$ cat src/rtl/fb_pkg.sv
// Shared definitions for the framebuffer arbiter: default widths, draw opcodes,
// FSM state encoding and the round-robin winner encoding.
package fb_pkg;

    localparam int ADDR_W_DEF = 10;
    localparam int DATA_W_DEF = 8;

    typedef enum logic [1:0] {
        OP_WRITE = 2'b00,
        OP_XOR   = 2'b01,
        OP_READ  = 2'b10,
        OP_NOP   = 2'b11
    } draw_op_e;

    typedef enum logic {
        ST_IDLE   = 1'b0,
        ST_RMW_WR = 1'b1
    } fb_state_e;

    localparam logic WIN_SCAN = 1'b0;
    localparam logic WIN_DRAW = 1'b1;

endpackage

$ cat src/rtl/rr_arb2.sv
// Two-way round-robin arbiter: the registered last winner loses any tie;
// a lone requester always wins.
module rr_arb2
    import fb_pkg::*;
(
    input  logic clk_i,
    input  logic rst_n_i,
    input  logic en_i,
    input  logic req_a_i,
    input  logic req_b_i,
    output logic gnt_a_o,
    output logic gnt_b_o
);

    logic last_q;
    logic last_d;

    always_comb begin
        gnt_a_o = 1'b0;
        gnt_b_o = 1'b0;
        if (en_i) begin
            if (req_a_i && req_b_i) begin
                if (last_q == WIN_DRAW) begin
                    gnt_a_o = 1'b1;
                end else begin
                    gnt_b_o = 1'b1;
                end
            end else begin
                gnt_a_o = req_a_i;
                gnt_b_o = req_b_i;
            end
        end
    end

    always_comb begin
        last_d = last_q;
        if (gnt_a_o) begin
            last_d = WIN_SCAN;
        end else if (gnt_b_o) begin
            last_d = WIN_DRAW;
        end
    end

    // Reset to draw so that the first tie after reset goes to scanout.
    always_ff @(posedge clk_i) begin
        if (!rst_n_i) begin
            last_q <= WIN_DRAW;
        end else begin
            last_q <= last_d;
        end
    end

endmodule

$ cat src/rtl/fb_arbiter.sv
// Framebuffer port arbiter: shares one synchronous single-port RAM between the
// scanout reader and the draw engine (write / xor read-modify-write / read).
//
// state     | meaning
// ----------+-------------------------------------------------------------
// ST_IDLE   | arbitrate; grant at most one requester and issue its access
// ST_RMW_WR | write back mem_rdata ^ latched wdata; no grants this cycle
module fb_arbiter
    import fb_pkg::*;
#(
    parameter int ADDR_W = ADDR_W_DEF,
    parameter int DATA_W = DATA_W_DEF
) (
    input  logic              sys_clk,
    input  logic              sys_rst_n_ms,

    input  logic              scan_req,
    input  logic [ADDR_W-1:0] scan_addr,
    output logic              scan_gnt,
    output logic [DATA_W-1:0] scan_rdata,
    output logic              scan_rvalid,

    input  logic              draw_req,
    input  logic [1:0]        draw_op,
    input  logic [ADDR_W-1:0] draw_addr,
    input  logic [DATA_W-1:0] draw_wdata,
    output logic              draw_gnt,
    output logic [DATA_W-1:0] draw_rdata,
    output logic              draw_rvalid,

    output logic              mem_en,
    output logic              mem_we,
    output logic [ADDR_W-1:0] mem_addr,
    output logic [DATA_W-1:0] mem_wdata,
    input  logic [DATA_W-1:0] mem_rdata,

    output logic              frame_dirty,
    input  logic              frame_ack
);

    fb_state_e         state_q, state_d;
    logic [ADDR_W-1:0] rmw_addr_q, rmw_addr_d;
    logic [DATA_W-1:0] rmw_wdata_q, rmw_wdata_d;
    logic              scan_pend_q, scan_pend_d;
    logic              draw_pend_q, draw_pend_d;
    logic [DATA_W-1:0] scan_rdata_q;
    logic [DATA_W-1:0] draw_rdata_q;
    logic              dirty_q, dirty_d;
    logic              arb_en;
    draw_op_e          op;

    assign op     = draw_op_e'(draw_op);
    assign arb_en = sys_rst_n_ms && (state_q == ST_IDLE);

    rr_arb2 u_rr_arb2 (
        .clk_i   (sys_clk),
        .rst_n_i (sys_rst_n_ms),
        .en_i    (arb_en),
        .req_a_i (scan_req),
        .req_b_i (draw_req),
        .gnt_a_o (scan_gnt),
        .gnt_b_o (draw_gnt)
    );

    always_comb begin
        state_d     = state_q;
        rmw_addr_d  = rmw_addr_q;
        rmw_wdata_d = rmw_wdata_q;
        scan_pend_d = 1'b0;
        draw_pend_d = 1'b0;
        mem_en      = 1'b0;
        mem_we      = 1'b0;
        mem_addr    = '0;
        mem_wdata   = '0;
        // Reset gates the RAM strobes combinationally so an aborted RMW never writes.
        if (sys_rst_n_ms) begin
            case (state_q)
                ST_IDLE: begin
                    if (scan_gnt) begin
                        mem_en      = 1'b1;
                        mem_addr    = scan_addr;
                        scan_pend_d = 1'b1;
                    end else if (draw_gnt) begin
                        mem_addr = draw_addr;
                        case (op)
                            OP_WRITE: begin
                                mem_en    = 1'b1;
                                mem_we    = 1'b1;
                                mem_wdata = draw_wdata;
                            end
                            OP_XOR: begin
                                mem_en      = 1'b1;
                                rmw_addr_d  = draw_addr;
                                rmw_wdata_d = draw_wdata;
                                state_d     = ST_RMW_WR;
                            end
                            OP_READ: begin
                                mem_en      = 1'b1;
                                draw_pend_d = 1'b1;
                            end
                            default: begin
                                mem_en = 1'b0;
                            end
                        endcase
                    end
                end
                ST_RMW_WR: begin
                    mem_en    = 1'b1;
                    mem_we    = 1'b1;
                    mem_addr  = rmw_addr_q;
                    mem_wdata = mem_rdata ^ rmw_wdata_q;
                    state_d   = ST_IDLE;
                end
                default: begin
                    state_d = ST_IDLE;
                end
            endcase
        end
    end

    // A write in the same cycle as an ack wins, so that frame still gets refreshed.
    always_comb begin
        dirty_d = dirty_q;
        if (mem_we) begin
            dirty_d = 1'b1;
        end else if (frame_ack) begin
            dirty_d = 1'b0;
        end
    end

    always_ff @(posedge sys_clk) begin
        if (!sys_rst_n_ms) begin
            state_q      <= ST_IDLE;
            rmw_addr_q   <= '0;
            rmw_wdata_q  <= '0;
            scan_pend_q  <= 1'b0;
            draw_pend_q  <= 1'b0;
            scan_rdata_q <= '0;
            draw_rdata_q <= '0;
            dirty_q      <= 1'b1;
        end else begin
            state_q      <= state_d;
            rmw_addr_q   <= rmw_addr_d;
            rmw_wdata_q  <= rmw_wdata_d;
            scan_pend_q  <= scan_pend_d;
            draw_pend_q  <= draw_pend_d;
            scan_rdata_q <= scan_rdata;
            draw_rdata_q <= draw_rdata;
            dirty_q      <= dirty_d;
        end
    end

    // RAM data arrives one cycle after the grant; pass it through while valid, hold otherwise.
    assign scan_rvalid = scan_pend_q;
    assign draw_rvalid = draw_pend_q;
    assign scan_rdata  = scan_pend_q ? mem_rdata : scan_rdata_q;
    assign draw_rdata  = draw_pend_q ? mem_rdata : draw_rdata_q;
    assign frame_dirty = dirty_q;

endmodule
$ cat config.mk
export PLATFORM = sky130hd
export DESIGN_NAME = fb_arbiter
export DESIGN_NICKNAME = d
export VERILOG_FILES = /design/src/rtl/fb_pkg.sv /design/src/rtl/rr_arb2.sv /design/src/rtl/fb_arbiter.sv
export SDC_FILE = /design/constraint.sdc
export NUM_CORES = 1
export LEC_CHECK = 0
export BUFFER_PORTS_ARGS = -buffer_cell sky130_fd_sc_hd__clkbuf_2
export CORE_ASPECT_RATIO = 1.5
export CORE_MARGIN = 8
export CORE_UTILIZATION = 50
export CTS_CLUSTER_DIAMETER = 150
export DETAILED_ROUTE_END_ITERATION = 16
export PLACE_DENSITY = 0.84
export SLEW_MARGIN = 10
export SYNTH_ARGS = -nofsm -noshare
export SYNTH_HDL_FRONTEND = slang
export SYNTH_SLANG_ARGS = --single-unit
$ cat constraint.sdc
create_clock -name sys_clk -period 2.38 [get_ports sys_clk]
set_input_delay 0.238 -clock sys_clk [delete_from_list [all_inputs] [get_ports sys_clk]]
set_output_delay 0.238 -clock sys_clk [all_outputs]
set_load 0.02 [all_outputs]
-- Word-level counts from Yosys, hierarchy flattened
Cells that the tools add are included.
- register bits: 39
- word-level logic and storage cells: 60
- output and inout bits: 41
- equality and inequality tests: 2
- bitwise logic cells: 5
- reductions and logical operators: 9
- mux-type cells: 35
- operators by type and width (operator ; number):
    $mux W8 ; 6
    $mux W10 ; 3
    $mux W1 ; 21
    $pmux W10 S2 ; 1
    $pmux W8 S2 ; 1
    $xor A8 B8 Y8 ; 1
    $pmux W1 S2 ; 3
    $not A1 Y1 ; 4
    $reduce_and A4 Y1 ; 1
    $reduce_or A2 Y1 ; 2
    $reduce_or A4 Y1 ; 1
    $reduce_or A3 Y1 ; 1
    $eq A2 B1 Y1 const B ; 1
    $eq A2 B2 Y1 const B ; 1
    $logic_and A1 B1 Y1 ; 2
    $logic_not A2 Y1 ; 1
    $reduce_bool A2 Y1 ; 1

-- Longest topological paths before layout
- depth after elaboration: 8
- mapped depth: 6
- gate-level depth less buffers: 3

-- Cells and area by module
A second synthesis with hierarchy kept.
- cell total of the unflattened synthesis: 209
- area, all modules: 1953.1 um2
- modules (own cells, without submodules) (module ; times used ; area each (um2) ; sequential area each (um2) ; cells an instance):
    fb_arbiter ; 1 ; 1896.8 ; 760.7 ; 201
    rr_arb2 ; 1 ; 56.3 ; 20.0 ; 8

-- Least setup slack after synthesis
Ideal clock, no wire load.
- path kind: register to output
- start: register u_rr_arb2.last_q
- end: output port mem_addr[0]
- data required time: 2.142 ns
- cell stages (with the launch flop): 5
- arrival time: 1.305 ns
- buffers on the path: 1
- path slack: 0.837 ns
- cell sequence: dfxtp_1 nand2b_1 and3_1 buf_2 a221o_1
- elaborated cells on any way between the ends: 10
- classes of those cells: mux: 10
- RTL lines (element ; line ; text):
    from (decl) ; rr_arb2.sv:15 ; logic last_q;
    from (signal assigned) ; rr_arb2.sv:49 ; last_q <= last_d;
    $mux W1 ; rr_arb2.sv:23 ; if (last_q == WIN_DRAW) begin
    $mux W1 ; rr_arb2.sv:22 ; if (req_a_i && req_b_i) begin
    $mux W1 ; rr_arb2.sv:21 ; if (en_i) begin
    named net scan_gnt ; fb_arbiter.sv:19 ; output logic scan_gnt,
    $mux W10 ; fb_arbiter.sv:79 ; if (scan_gnt) begin
    $pmux W10 S2 ; fb_arbiter.sv:77 ; case (state_q)
    $mux W10 ; fb_arbiter.sv:76 ; if (sys_rst_n_ms) begin
    to (decl) ; fb_arbiter.sv:33 ; output logic [ADDR_W-1:0] mem_addr,
The timed path passes the listed nets, and every way through them passes these cells.

-- Worst setup path in the final report
- start: register state_q
- end: output port mem_addr[6]
- word-level cells in the longest chain between the ends: 7
- elaborated cells on any way between the ends: 8
- classes of those cells: mux: 6; bitwise: 1; reduce/logical: 1
- ends and longest elaborated chain (element ; line ; text):
    from (decl) ; fb_arbiter.sv:41 ; fb_state_e state_q, state_d;
    from (signal assigned) ; fb_arbiter.sv:142 ; state_q <= state_d;
    $not A1 Y1 (no source line) ; n/a ;
    $logic_and A1 B1 Y1 ; fb_arbiter.sv:53 ; assign arb_en = sys_rst_n_ms && (state_q == ST_IDLE);
    $mux W1 ; rr_arb2.sv:21 ;
    $mux W10 ; fb_arbiter.sv:83 ; end else if (draw_gnt) begin
    $mux W10 ; fb_arbiter.sv:79 ;
    $pmux W10 S2 (*) ; fb_arbiter.sv:77 ;
    $mux W10 (*) ; fb_arbiter.sv:76 ;
Every way passes the cells marked *; elsewhere a longest branch is shown, timed or not.

==> impl_metrics.env <==
export IMPL_synth_area_leaders="dfxtp_1 42%, mux2_2 9.6%, a221o_1 5.3%"
export IMPL_grt_ovfl_total=0
export IMPL_cts_resized_gates=0
export IMPL_crit_chain="nor2b_1, and3_1, a221o_1, clkbuf_2"
export IMPL_initial_core_util=0.5154
export IMPL_drv_cap=0
export IMPL_path_clk_slew_ps=80
export IMPL_global_route_usage_total=0.1672
export IMPL_root_buffer="clkbuf_8"
export IMPL_p_leak_nw=1.135
export IMPL_syn_area_per_cell_um2=9.498
export IMPL_slowest_delay_ps=480
export IMPL_nets=319
export IMPL_grt_busiest_layer="met2"
export IMPL_ys_flop_type="dfxtp_1"
export IMPL_grt_pass1_vias=1814
export IMPL_synthDistinctLibCells=26
export IMPL_area_growth_pct=26.48
export IMPL_drive_above_1_share=0.4368
export IMPL_yosys_warnings=0
export IMPL_dp_hpwl_um=3731
export IMPL_dp_cells=312
export IMPL_fin_skew_ps=4.216
export IMPL_max_freq_ghz=0.4904
export IMPL_relSlewSlack=0.6761
export IMPL_critPathMaxFanout=12
export IMPL_synthCells=198
export IMPL_clock_latency_ps=290
export IMPL_drt_iter0_markers=117
export IMPL_wl_per_cell_um=15.56
export IMPL_synth_top_cells_by_count="39 x dfxtp_1, 22 x nand2_1, 17 x nand3_1, 16 x and2_1, 16 x mux2_2"
export IMPL_required_ps=2140
export IMPL_grt_pass1_wl_um=8169
export IMPL_synth_area_mm2=0.001881
export IMPL_grt_util_met1=0.1728
export IMPL_synthArstFlopShare=0
export IMPL_ioPinCount=84
export IMPL_finalCritPeriodShare=0.8569
export IMPL_drtAntennaViolNets=0
export IMPL_p_seq_frac=0.507
export IMPL_status="completed"
export IMPL_drc=0
export IMPL_die_x_um=66.08
export IMPL_synth_largest_area_cell="dfxtp_1"
export IMPL_vias=1717
export IMPL_io_buffer_count=83
export IMPL_finalSetupViolations=0
export IMPL_swShare=0.2775
export IMPL_arrival_ps=1800
export IMPL_placementRows=27
export IMPL_cellPowerDensity_mw_per_mm2=570.7
export IMPL_clock_path_buffers=2
export IMPL_synth_most_common_cell="dfxtp_1"
export IMPL_grt_max_degree=35
export IMPL_p_clk_frac=0.316
export IMPL_final_hold_viol_count=0
export IMPL_ctsHoldBuffers=0
export IMPL_fin_cells=320
export IMPL_cts_setup_buffers=0
export IMPL_endpoint_kind="output port"
export IMPL_p_comb_frac=0.177
export IMPL_dieArea_mm2=0.006020
export IMPL_critical_path_class="reg -> out"
export IMPL_synth_edff_count=0
export IMPL_synth_top_area_share=0.4152
export IMPL_via_per_inst=5.366
export IMPL_fill_cells=341
export IMPL_critPathLaunchType="register"
export IMPL_tns_ps=0
export IMPL_cts_max_level=2
export IMPL_synth_seq_cells=39
export IMPL_seq_area_frac_synth=0.4152
export IMPL_antennaDiodeCount=0
export IMPL_internal_power_w=0.0009806
export IMPL_min_period_ps=2039
export IMPL_coreArea_mm2=0.003649
export IMPL_wl_um=4979
export IMPL_worstMarginPinSlew_ps=485.2
export IMPL_clkSinkCount=39
export IMPL_ir_drop_mv=0.5467
export IMPL_critPathSlowestCell="and3_1"
export IMPL_rsz0062_at_grt="no"
export IMPL_syn_nets=241
export IMPL_dr_pass1_iters=4
export IMPL_net_switching_power_w=0.0003767
export IMPL_use_met2=0.2996
export IMPL_die_y_um=91.11
export IMPL_cts_tree="done"
export IMPL_grtUsageMet3=0.05412
export IMPL_gp_congestion=0.7905
export IMPL_numCtsBuffers=5
export IMPL_final_max_slew_viol_count=0
export IMPL_min_delay_path_class="in -> reg"
export IMPL_antenna_found_initial=0
==> metal layers <==
layer  share of wire  up-vias
li1                -      863
met1            0.38      793
met2            0.52       55
met3           0.081        6
met4           0.014        0
met5               0        -
==> worst max-delay path: cells and delay by family, from the launching register on <==
family / cells / cell delay (ps)
flops: 1 / 380
buf+inv: 1 / 170
compound gates: 1 / 250
simple gates: 2 / 700
==> per-stage QoR <==
stage / setup WS, ps / util / hold slack [ps] / power (W) / cell area (um^2)
after global routing: 201.5 / 0.6519 / 181.4 / 0.001417 / 2379
after global placement: 510.1 / 0.6286 / 430.9 / 0.0009409 / 2293
after CTS: 361.8 / 0.6519 / 176.9 / 0.001373 / 2379
after floorplan: 836.6 / - / 375.4 / 0.0008480 / 1881
after detailed placement: 504.4 / 0.6286 / 437.2 / 0.0009452 / 2293
final: 340.7 / 0.6519 / 185.4 / 0.001357 / 2379
==> cell families after synthesis <==
logic type / Yosys count / share of synthesized area
xor+xnor: 8 / 0.03726
mux: 17 / 0.1011
flops: 39 / 0.4152
compound gates: 40 / 0.1750
simple gates: 77 / 0.2236
buf+inv: 17 / 0.04790
==> power groups by stage <==
stage,Sequential (W),Combinational (W),Clock (W)
4_1_cts,0.000688,0.000243,0.000442
5_1_grt,0.000691,0.000261,0.000465
6_report,0.000688,0.000240,0.000429
3_5_place_dp,0.000704,0.000241,0
3_3_place_gp,0.000703,0.000238,0
2_1_floorplan,0.000700,0.000148,0
==> sequential cells by signal, summed over array words and instances, names as in the netlist <==
signal            cells
rmw_addr_q           10
draw_rdata_q          8
rmw_wdata_q           8
scan_rdata_q          8
draw_rvalid           1
frame_dirty           1
scan_rvalid           1
state_q               1
u_rr_arb2.last_q      1
==> cells in the final DEF, fill, tap and decap left out, drive strengths merged, types with 2 or more instances in the layout <==
cell type | Yosys | routed
mux2 | 16 | 16
and3 | 13 | 13
nor2b | 2 | 2
clkbuf | 10 | 89
dfxtp | 39 | 39
a221o | 10 | 10
and2 | 17 | 17
xnor2 | 8 | 8
o2bb2ai | 8 | 8
nand2 | 22 | 22
o21ai | 18 | 18
nand2b | 2 | 2
nand3 | 17 | 17
buf | 6 | 4
and3b | 2 | 2
==> final cells by class <==
| class | instances | area (um^2) | area share |
|---|---|---|---|
| Multi-Input combinational cell | 142 | 1010 | 0.4245 |
| Sequential cell | 39 | 780.7 | 0.3282 |
| Timing Repair Buffer | 87 | 445.4 | 0.1873 |
| Clock buffer | 6 | 72.57 | 0.03051 |
| Tap cell | 43 | 53.80 | 0.02262 |
| Clock inverter | 2 | 12.51 | 0.005260 |
| Inverter | 1 | 3.754 | 0.001578 |
==> path summary, 6_finish.rpt <==
kind	to	cells after the start	startpoint	slack, ps
worst max register to register	rmw_addr_q[6]$_SDFFE_PN0P_	4	state_q$_SDFF_PP0_	800
worst min register to register	rmw_addr_q[0]$_SDFFE_PN0P_	2	rmw_addr_q[0]$_SDFFE_PN0P_	450
worst max-delay path	mem_addr[6]	4	state_q$_SDFF_PP0_	340
worst min-delay path	rmw_wdata_q[6]$_SDFFE_PN0P_	3	draw_wdata[6]	190
No activity file was read; power rests on OpenSTA's default activity.
